===== config.mk =====
export PLATFORM = sky130hd
export DESIGN_NAME = rv32i_mem_arbiter
export DESIGN_NICKNAME = d
export VERILOG_FILES = /design/src/rtl/rv32i_mem_pkg.sv /design/src/rtl/rv32i_mem_arb_pick.sv /design/src/rtl/rv32i_mem_arbiter.sv
export SDC_FILE = /design/constraint.sdc
export NUM_CORES = 1
export LEC_CHECK = 0
export CAP_MARGIN = 10
export CORE_ASPECT_RATIO = 0.6
export CORE_MARGIN = 2
export CORE_UTILIZATION = 45
export CTS_CLUSTER_SIZE = 8
export DETAILED_ROUTE_END_ITERATION = 8
export PLACE_DENSITY_LB_ADDON = 0.2
export REMOVE_ABC_BUFFERS = 1
export SYNTH_ARGS = -nofsm -noshare
export SYNTH_HDL_FRONTEND = slang
export SYNTH_SLANG_ARGS = --single-unit

===== constraint.sdc =====
create_clock -name clk -period 3.55 [get_ports clk]
set_input_delay 0.8875 -clock clk [delete_from_list [all_inputs] [get_ports clk]]
set_output_delay 0.8875 -clock clk [all_outputs]
set_load 0.02 [all_outputs]

===== src/rtl/rv32i_mem_pkg.sv =====
// Shared types for the rv32i memory arbiter slice.
//   mem_mode_t  : RAM access mode, encodings match the existing mem defines.
//   arb_state_t : arbiter FSM states.
//   owner_t     : which requester owns the in-flight transaction.
package rv32i_mem_pkg;

  typedef enum logic [1:0] {
    MEM_READ       = 2'd0,
    MEM_WRITE_WORD = 2'd1,
    MEM_WRITE_HALF = 2'd2,
    MEM_WRITE_BYTE = 2'd3
  } mem_mode_t;

  typedef enum logic [1:0] {
    INIT  = 2'd0,
    IDLE  = 2'd1,
    ISSUE = 2'd2,
    RESP  = 2'd3
  } arb_state_t;

  typedef enum logic {
    OWN_IF = 1'b0,
    OWN_D  = 1'b1
  } owner_t;

endpackage


===== src/rtl/rv32i_mem_arb_pick.sv =====
// Combinational grant selection for the rv32i memory arbiter.
//   en         : arbiter is in IDLE and may grant this cycle
//   if_valid   : fetch request pending
//   d_valid    : data request pending
//   last_owner : requester granted last (only with RV32I_MEM_ARB_RR_EN)
//   grant      : one-hot grant, [0]=IF, [1]=D; all-zero when nothing granted
// Macro RV32I_MEM_ARB_RR_EN selects round-robin on contention; otherwise D
// always wins over IF.
module rv32i_mem_arb_pick
  import rv32i_mem_pkg::*;
(
  input  logic       en,
  input  logic       if_valid,
  input  logic       d_valid,
`ifdef RV32I_MEM_ARB_RR_EN
  input  owner_t     last_owner,
`endif
  output logic [1:0] grant
);

  always_comb begin
    grant = '0;
    if (en) begin
      if (if_valid && d_valid) begin
`ifdef RV32I_MEM_ARB_RR_EN
        grant = (last_owner == OWN_D) ? 2'b01 : 2'b10;
`else
        grant = 2'b10;
`endif
      end else begin
        grant = {d_valid, if_valid};
      end
    end
  end

endmodule


===== src/rtl/rv32i_mem_arbiter.sv =====
// Arbiter sharing the single-port rv32i byte RAM between instruction fetch
// (read-only) and the data load/store unit.
//   clk, rst              : clock, asynchronous active-low reset
//   if_req_* / if_rsp_*   : fetch request (valid/ready/addr) and response
//   d_req_* / d_rsp_*     : data request (valid/ready/mode/addr/wdata) and
//                           response (load data, 0 for stores)
//   ram_rst, ram_mode,
//   ram_address,
//   ram_write_value       : registered RAM controls
//   ram_value             : RAM registered read value
//   busy                  : FSM is not in IDLE
// One transaction at a time: IDLE (grant) -> ISSUE (RAM samples) -> RESP
// (one-cycle response pulse). After reset ram_rst is held for INIT_CYCLES.
// Macro RV32I_MEM_ARB_RR_EN enables round-robin arbitration on contention.
module rv32i_mem_arbiter
  import rv32i_mem_pkg::*;
#(
  parameter int ADDR_WIDTH  = 5,
  parameter int INIT_CYCLES = 1
) (
  input  logic                  clk,
  input  logic                  rst,
  input  logic                  if_req_valid,
  output logic                  if_req_ready,
  input  logic [ADDR_WIDTH-1:0] if_addr,
  output logic                  if_rsp_valid,
  output logic [31:0]           if_rsp_data,
  input  logic                  d_req_valid,
  output logic                  d_req_ready,
  input  logic [1:0]            d_req_mode,
  input  logic [ADDR_WIDTH-1:0] d_addr,
  input  logic [31:0]           d_wdata,
  output logic                  d_rsp_valid,
  output logic [31:0]           d_rsp_data,
  output logic                  ram_rst,
  output logic [1:0]            ram_mode,
  output logic [ADDR_WIDTH-1:0] ram_address,
  output logic [31:0]           ram_write_value,
  input  logic [31:0]           ram_value,
  output logic                  busy
);

  localparam int CNT_W = (INIT_CYCLES > 1) ? $clog2(INIT_CYCLES) : 1;
  localparam logic [CNT_W-1:0] CNT_LAST = CNT_W'(INIT_CYCLES - 1);

  arb_state_t            state_q, state_d;
  logic [CNT_W-1:0]      init_cnt_q, init_cnt_d;
  logic                  ram_rst_q, ram_rst_d;
  mem_mode_t             ram_mode_q, ram_mode_d;
  logic [ADDR_WIDTH-1:0] ram_addr_q, ram_addr_d;
  logic [31:0]           ram_wdata_q, ram_wdata_d;
  owner_t                owner_q, owner_d;
  logic                  is_read_q, is_read_d;
  logic [31:0]           if_data_q, if_data_d;
  logic [31:0]           d_data_q, d_data_d;
`ifdef RV32I_MEM_ARB_RR_EN
  owner_t                last_q, last_d;
`endif

  logic       in_idle;
  logic [1:0] grant;

  assign in_idle = (state_q == IDLE);

  rv32i_mem_arb_pick u_pick (
    .en         (in_idle),
    .if_valid   (if_req_valid),
    .d_valid    (d_req_valid),
`ifdef RV32I_MEM_ARB_RR_EN
    .last_owner (last_q),
`endif
    .grant      (grant)
  );

  assign if_req_ready    = grant[0];
  assign d_req_ready     = grant[1];
  assign busy            = !in_idle;
  assign ram_rst         = ram_rst_q;
  assign ram_mode        = ram_mode_q;
  assign ram_address     = ram_addr_q;
  assign ram_write_value = ram_wdata_q;

  // Response data is live from the RAM during the pulse and held afterwards,
  // so the non-owning port's data never changes.
  assign if_rsp_valid = (state_q == RESP) && (owner_q == OWN_IF);
  assign d_rsp_valid  = (state_q == RESP) && (owner_q == OWN_D);
  assign if_rsp_data  = if_rsp_valid ? ram_value : if_data_q;
  assign d_rsp_data   = d_rsp_valid ? (is_read_q ? ram_value : '0) : d_data_q;

  always_comb begin
    state_d     = state_q;
    init_cnt_d  = init_cnt_q;
    ram_rst_d   = ram_rst_q;
    ram_mode_d  = ram_mode_q;
    ram_addr_d  = ram_addr_q;
    ram_wdata_d = ram_wdata_q;
    owner_d     = owner_q;
    is_read_d   = is_read_q;
    if_data_d   = if_rsp_data;
    d_data_d    = d_rsp_data;
`ifdef RV32I_MEM_ARB_RR_EN
    last_d      = last_q;
`endif
    unique case (state_q)
      INIT: begin
        ram_rst_d = 1'b1;
        if (init_cnt_q == CNT_LAST) begin
          init_cnt_d = '0;
          ram_rst_d  = 1'b0;
          state_d    = IDLE;
        end else begin
          init_cnt_d = init_cnt_q + 1'b1;
        end
      end
      IDLE: begin
        if (grant[1]) begin
          owner_d     = OWN_D;
          ram_mode_d  = mem_mode_t'(d_req_mode);
          ram_addr_d  = d_addr;
          ram_wdata_d = d_wdata;
          is_read_d   = (mem_mode_t'(d_req_mode) == MEM_READ);
          state_d     = ISSUE;
        end else if (grant[0]) begin
          owner_d     = OWN_IF;
          ram_mode_d  = MEM_READ;
          ram_addr_d  = if_addr;
          ram_wdata_d = '0;
          is_read_d   = 1'b1;
          state_d     = ISSUE;
        end
`ifdef RV32I_MEM_ARB_RR_EN
        if (grant != 2'b00) begin
          last_d = grant[1] ? OWN_D : OWN_IF;
        end
`endif
      end
      ISSUE: begin
        // RAM has committed the access at this edge; park it on a read.
        ram_mode_d  = MEM_READ;
        ram_wdata_d = '0;
        state_d     = RESP;
      end
      RESP: begin
        ram_addr_d = '0;
        state_d    = IDLE;
      end
      default: state_d = INIT;
    endcase
  end

  always_ff @(posedge clk or negedge rst) begin
    if (!rst) begin
      state_q     <= INIT;
      init_cnt_q  <= '0;
      ram_rst_q   <= 1'b1;
      ram_mode_q  <= MEM_READ;
      ram_addr_q  <= '0;
      ram_wdata_q <= '0;
      owner_q     <= OWN_IF;
      is_read_q   <= 1'b1;
      if_data_q   <= '0;
      d_data_q    <= '0;
`ifdef RV32I_MEM_ARB_RR_EN
      last_q      <= OWN_IF;
`endif
    end else begin
      state_q     <= state_d;
      init_cnt_q  <= init_cnt_d;
      ram_rst_q   <= ram_rst_d;
      ram_mode_q  <= ram_mode_d;
      ram_addr_q  <= ram_addr_d;
      ram_wdata_q <= ram_wdata_d;
      owner_q     <= owner_d;
      is_read_q   <= is_read_d;
      if_data_q   <= if_data_d;
      d_data_q    <= d_data_d;
`ifdef RV32I_MEM_ARB_RR_EN
      last_q      <= last_d;
`endif
    end
  end

endmodule


==> flow_metrics.tcl, run 1 <==
set metrics [dict create \
    status "finished, final reports clean" \
    final_nets 614 \
    setup.worst_path.end_class "output pin" \
    post_cts_buffers 0 \
    cp_slowest_stage_delay_ns 0.68 \
    cts-root-buf "clkbuf_16" \
    antenna_found_initial 0 \
    dr.pass1.iters 4 \
    vias 3349 \
    grt_pass1_wl_um 17400 \
    cts_max_level 3 \
    start_kind "register" \
    p_comb_share_pct 54.8 \
    die_h_um 79.3 \
    cts_buffers 9 \
    initialDrtViolationCount 135 \
    final_layout_size_suffix_gt1_share_pct 11.6 \
    cp_slowest_cell "clkdlybuf4s50_1" \
    min_path_cells 1 \
    finalSetupTns_ns 0 \
    grt_pass1_vias 3348 \
    cell_internal_pwr_uw 3860 \
    core_um2 9190 \
    rrSetupSlack_ns 1.54 \
    cp_cell_sequence "ha_1, nand2_2, buf_4, nand2_1, o21ai_0, clkdlybuf4s50_1" \
    seq_area_um2 2710 \
    synth_area_per_cell_um2 12.3 \
    final_cell_mix "187 x clkdlybuf4s50_1, 106 x dfrtp_1, 71 x nand2_1" \
    rows 27 \
    relSlewSlack_pct 56.4 \
    track_usage_pct 22.4 \
    grt_setup_unrepaired "false" \
    worst_hold_slack_ns 0.487 \
    vdd_drop_max_mv 0.611 \
    r2r-start "state_q[1]$_DFFE_PN0P_" \
    synthCells 345 \
    switchingPower_uw 2570 \
    detail-route-antenna-nets 0 \
    synth.cell_area_um2 4260 \
    critPathTopFamily "buffers and inverters" \
    finalWirelength_um 11200 \
    p_per_area_nw_per_um2 983 \
    clkLatencyLatePin_ns 0.35 \
    cts-resized-gates 0 \
    path_buf_inv 2 \
    avgViaCountPerCell 5.04 \
    drv_slew 0 \
    hold_class "reg -> reg" \
    yosys-top-cells-area "dfrtp_1 62%, mux2_2 8.5%, a22o_1 7.2%" \
    clock_path_buffers 2 \
    min_to "ram_rst$_DFFE_PN1N_" \
    crit_type "reg -> out" \
    grt-ovfl-total 0 \
    worst_ep_required_time_ns 2.66 \
    p_seq_share_pct 30.6 \
    place_inst 648 \
    p_clk_share_pct 14.6 \
    dp_hpwl_um 8000 \
    die_area_um2 10300 \
    tightestPinTransition_ns 0.653 \
    fmax_ghz 0.305 \
    grt_max_degree 59 \
    fin_crit_sh_pct 92.3 \
    yosysTopAreaCell "dfrtp_1" \
    gp_congestion 0.741 \
    switching_share_pct 40.0 \
    area_growth_pct 53.8 \
    min-delay-start "ram_rst$_DFFE_PN1N_" \
    yosysSeqAreaShare_pct 63.6 \
    synthDistinctLibCells 26 \
    wl_per_cell_um 16.9 \
    die_x_um 130 \
    power.total_uw 6430 \
    layout_commonest_cell "clkdlybuf4s50_1" \
    cts.sinks 108 \
    pin_count 189 \
    antenna_cells 0 \
    worst_r2r_endpoint "ram_write_value[18]$_DFFE_PN0P_" \
    critPathArrivalTime_ns 2.39 \
    setup_violations 0 \
    p_leak_uw 0.00287 \
    multi_input_area_um2 1410 \
    stdcell_count 664 \
    fillers 683 \
    cap_viol_max_count 0 \
    io_buffers 188 \
    synth.top_cell.area_share_pct 62.3 \
    cts.clk_slew.worst_paths_ns 0.07 \
    final_hold_viol_count 0 \
    tritoncts "done" \
    cts_hold_buf 0 \
    yosysWarnings 0 \
    reg2reg_depth 6 \
    fin_crit_ns 3.28 \
    clock-skew-final_ns 0.00652 \
    ys_seq_elements 108 \
    start_util_pct 46.3 \
    drc 0 \
    worstPathMaxFanout 39 \
]
-- Yosys cell counts --
| cell type | n |
|---|---|
| dfstp_2 | 2 |
| and2_1 | 1 |
| o21ai_0 | 35 |
| nand2_1 | 72 |
| clkbuf_1 | 12 |
| buf_2 | 6 |
| nor3_4 | 1 |
| mux2_2 | 32 |
| dfrtp_1 | 106 |
| mux2_4 | 1 |
| o31ai_1 | 1 |
| o22ai_1 | 1 |
| a22o_1 | 35 |
| and3b_1 | 1 |
| nor2b_1 | 1 |
| or3_1 | 1 |
| o211ai_1 | 5 |
| nor2_1 | 3 |
| inv_1 | 6 |
| o21ai_4 | 1 |
| nand2_2 | 1 |
| nor3_1 | 1 |
| mux2i_1 | 6 |
| nand3_1 | 5 |
| buf_6 | 4 |
| ha_1 | 5 |
-- power groups by stage --
stage / clock, uW / combinational, uW / sequential [uW]
2_1_floorplan: 0 / 1630 / 2140
3_3_place_gp: 0 / 3480 / 1960
3_5_place_dp: 0 / 3540 / 1990
4_1_cts: 959 / 3550 / 1970
5_1_grt: 1010 / 3750 / 2030
6_report: 938 / 3530 / 1970
-- flip-flops by register name, indices dropped and copies added (netlist names) --
signal,cells
d_data_q,32
if_data_q,32
ram_write_value,32
ram_rst,1
is_read_q,1
ram_mode,2
state_q,2
ram_address,5
owner_q,1
-- area by class of cell --
class | instances | share of cell area (%)
clock buffers | 10 | 3.50
well taps | 130 | 2.49
clock inverters | 6 | 0.688
inverters | 6 | 0.344
flip-flops and latches | 108 | 41.3
multi-input cells | 209 | 21.6
repair buffers | 195 | 30.1
-- logic make-up after synthesis --
group           synth area share (%)
buf+inv                         3.35
simple gates                    8.50
fa+ha+maj                       1.47
compound gates                  12.9
flops                           63.6
mux                             10.2
-- worst max-delay path by stage --
| stage | startpoint | endpoint | cells past startpoint |
|---|---|---|---|
| 3_3_place_gp | ram_value[26] | d_rsp_data[26] | 4 |
| 4_1_cts | state_q[0]$_DFFE_PN0P_ | d_rsp_data[0] | 6 |
| 3_5_place_dp | ram_value[20] | d_rsp_data[20] | 4 |
| 6_report | state_q[0]$_DFFE_PN0P_ | d_rsp_data[0] | 6 |
| 5_1_grt | state_q[0]$_DFFE_PN0P_ | d_rsp_data[29] | 6 |
| 2_1_floorplan | state_q[0]$_DFFE_PN0P_ | d_rsp_data[0] | 3 |
-- stage by stage --
step                area, um2  setup slack [ns]  util, %
floorplan                4140             0.565        -
global placement         6270             0.323     68.2
detailed placement       6270             0.314     68.2
CTS                      6550             0.268     71.2
global route             6550             0.136     71.2
finish                   6550             0.272     71.2
-- per-layer routing --
metal  vias up  global-route usage [%]  part of all wire (%)
met2       138                    33.2                    45
met1      1629                    29.9                    43
li1       1565                       -                     -
met4         0                    7.10                   1.8
met3        17                    9.43                   9.7
met5         -                       0                     0
No activity file was read; power rests on OpenSTA's default activity.
==> inputs of run 2 (changes only) <==
--- a/config.mk
+++ b/config.mk
@@ -11,6 +11,7 @@
 export CORE_UTILIZATION = 45
 export CTS_CLUSTER_SIZE = 8
 export DETAILED_ROUTE_END_ITERATION = 8
+export GPL_TIMING_DRIVEN = 0
 export PLACE_DENSITY_LB_ADDON = 0.2
 export REMOVE_ABC_BUFFERS = 1
 export SYNTH_ARGS = -nofsm -noshare
==> run 2 against run 1 <==
  * Clock-buffer cell count fell by 1
  * Register-to-register slack worse by 0.35 ns
  * Non-clock buffer count fell by 4
  * Die area did not move
  * Largest power group unchanged
==> flow_metrics.tcl, run 2 (synthesized netlist as in run 1, its figures left out) <==
set metrics [dict create \
    p_seq_share_pct 30.9 \
    path_buf_inv 1 \
    pin_count 189 \
    worst_ep_required_time_ns 2.66 \
    cts.sinks 108 \
    core_um2 9190 \
    cts-resized-gates 1 \
    cell_internal_pwr_uw 3900 \
    grt_pass1_vias 3407 \
    final_layout_size_suffix_gt1_share_pct 11.3 \
    grt_max_degree 71 \
    status "finished, final reports clean" \
    p_comb_share_pct 53.4 \
    final_cell_mix "187 x clkdlybuf4s50_1, 106 x dfrtp_1, 70 x nand2_1" \
    rows 27 \
    clock-skew-final_ns 0.00932 \
    vdd_drop_max_mv 0.599 \
    grt-ovfl-total 0 \
    die_h_um 79.3 \
    grt_setup_unrepaired "false" \
    drc 0 \
    die_x_um 130 \
    fin_crit_ns 3.32 \
    p_clk_share_pct 15.8 \
    cts_max_level 3 \
    antenna_found_initial 0 \
    final_hold_viol_count 0 \
    power.total_uw 6460 \
    track_usage_pct 22.3 \
    gp_congestion 0.736 \
    p_leak_uw 0.00287 \
    start_kind "register" \
    cts_buffers 9 \
    antenna_cells 0 \
    p_per_area_nw_per_um2 983 \
    post_cts_buffers 0 \
    start_util_pct 46.3 \
    critPathArrivalTime_ns 2.44 \
    final_area_um2 6570 \
    dpl_cell_area_um2 6230 \
    fillers 665 \
    switchingPower_uw 2560 \
    critPathTopFamily "buffers and inverters" \
    worstPathMaxFanout 33 \
    switching_share_pct 39.6 \
    avgViaCountPerCell 5.03 \
    relSlewSlack_pct 39.3 \
    layout_commonest_cell "clkdlybuf4s50_1" \
    io_buffers 188 \
    area_growth_pct 54.4 \
    cp_cell_sequence "ha_1, nand2_4, mux2_2, clkdlybuf4s50_1" \
    detail-route-antenna-nets 0 \
    crit_type "reg -> out" \
    dr.pass1.iters 4 \
    fin_crit_sh_pct 93.7 \
    wl_per_cell_um 16.9 \
    hold_class "reg -> reg" \
    cts_hold_buf 0 \
    setup_violations 0 \
    cp_slowest_stage_delay_ns 0.56 \
    vias 3319 \
    grt_pass1_wl_um 17600 \
    cts-root-buf "clkbuf_16" \
    final_nets 610 \
    clock_path_buffers 2 \
    setup.worst_path.end_class "output pin" \
    final_util_pct 71.5 \
    fmax_ghz 0.301 \
    tritoncts "done" \
    drv_slew 0 \
    clkLatencyLatePin_ns 0.34 \
    tightestPinTransition_ns 0.907 \
    initialDrtViolationCount 166 \
    dp_hpwl_um 7700 \
    cap_viol_max_count 0 \
    cp_slowest_cell "clkdlybuf4s50_1" \
    cts.clk_slew.worst_paths_ns 0.07 \
    finalSetupTns_ns 0 \
    die_area_um2 10300 \
    finalWirelength_um 11100 \
]
[run 2: cell types whose count changed in the layout (fill, tap and decap cells not counted)]
cell | previous run | this run
clkbuf_1 | 1 | 0
clkinv_4 | 1 | 2
nand2_4 | 0 | 1
buf_16 | 0 | 2
buf_12 | 3 | 1
clkinv_2 | 2 | 0
nand2_1 | 71 | 70
buf_4 | 5 | 1
clkinvlp_4 | 0 | 1
bufinv_16 | 0 | 1
[run 2: worst paths after layout]
kind                                        start                              to  slack (ns)  cells past startpoint
setup / recovery           state_q[0]$_DFFE_PN0P_                  if_rsp_data[8]        0.23                      4
hold / removal                ram_rst$_DFFE_PN1N_             ram_rst$_DFFE_PN1N_        0.48                      1
setup reg to reg           state_q[1]$_DFFE_PN0P_          state_q[1]$_DFFE_PN0P_        1.19                      5
hold reg to reg               ram_rst$_DFFE_PN1N_             ram_rst$_DFFE_PN1N_        0.48                      1
max in group asynchronous                     rst  ram_write_value[1]$_DFFE_PN0P_        2.32                      2
min in group asynchronous                     rst          d_data_q[21]$_DFF_PN0_        0.52                      1
[run 2: power by group through the flow]
stage | logic [uW] | registers (uW) | clock network (uW)
floorplan | 1630 | 2140 | 0
global placement | 3350 | 1990 | 0
detailed placement | 3430 | 2020 | 0
CTS | 3460 | 2000 | 1050
global route | 3670 | 2060 | 1100
finish | 3450 | 1990 | 1020
[run 2: layout make-up]
cell class | instances | area [um2] | share of cell area, %
sequential | 108 | 2710 | 41.2
clock inverter | 7 | 81.3 | 1.24
clock buffer | 9 | 225 | 3.43
timing repair buffer | 191 | 1950 | 29.7
multi-input combinational | 209 | 1420 | 21.6
inverter | 6 | 22.5 | 0.343
tap | 130 | 163 | 2.48
[run 2: worst reg2reg max path: stages (launching register included)]
cell and delay (ns):
dfrtp_1 0.40, inv_1 0.13, ha_1 0.46, inv_1 0.23, o21ai_4 0.77, o31ai_1 0.20
[run 2: per-stage QoR]
step / std cells / hold slack, ns / setup slack [ns]
finish: 660 / 0.483 / 0.225
global route: 660 / 0.500 / 0.0564
CTS: 659 / 0.485 / 0.193
detailed placement: 643 / 0.475 / 0.275
global placement: 641 / 0.471 / -2.45
floorplan: 323 / 0.496 / 0.565
[run 2: routing by layer]
metal / part of all wire (%) / vias to the layer above / GRT usage (%)
li1: - / 1561 / -
met1: 44 / 1619 / 29.1
met2: 46 / 129 / 35.1
met3: 9.3 / 10 / 8.96
met4: 1.0 / 0 / 5.27
met5: 0 / - / 0
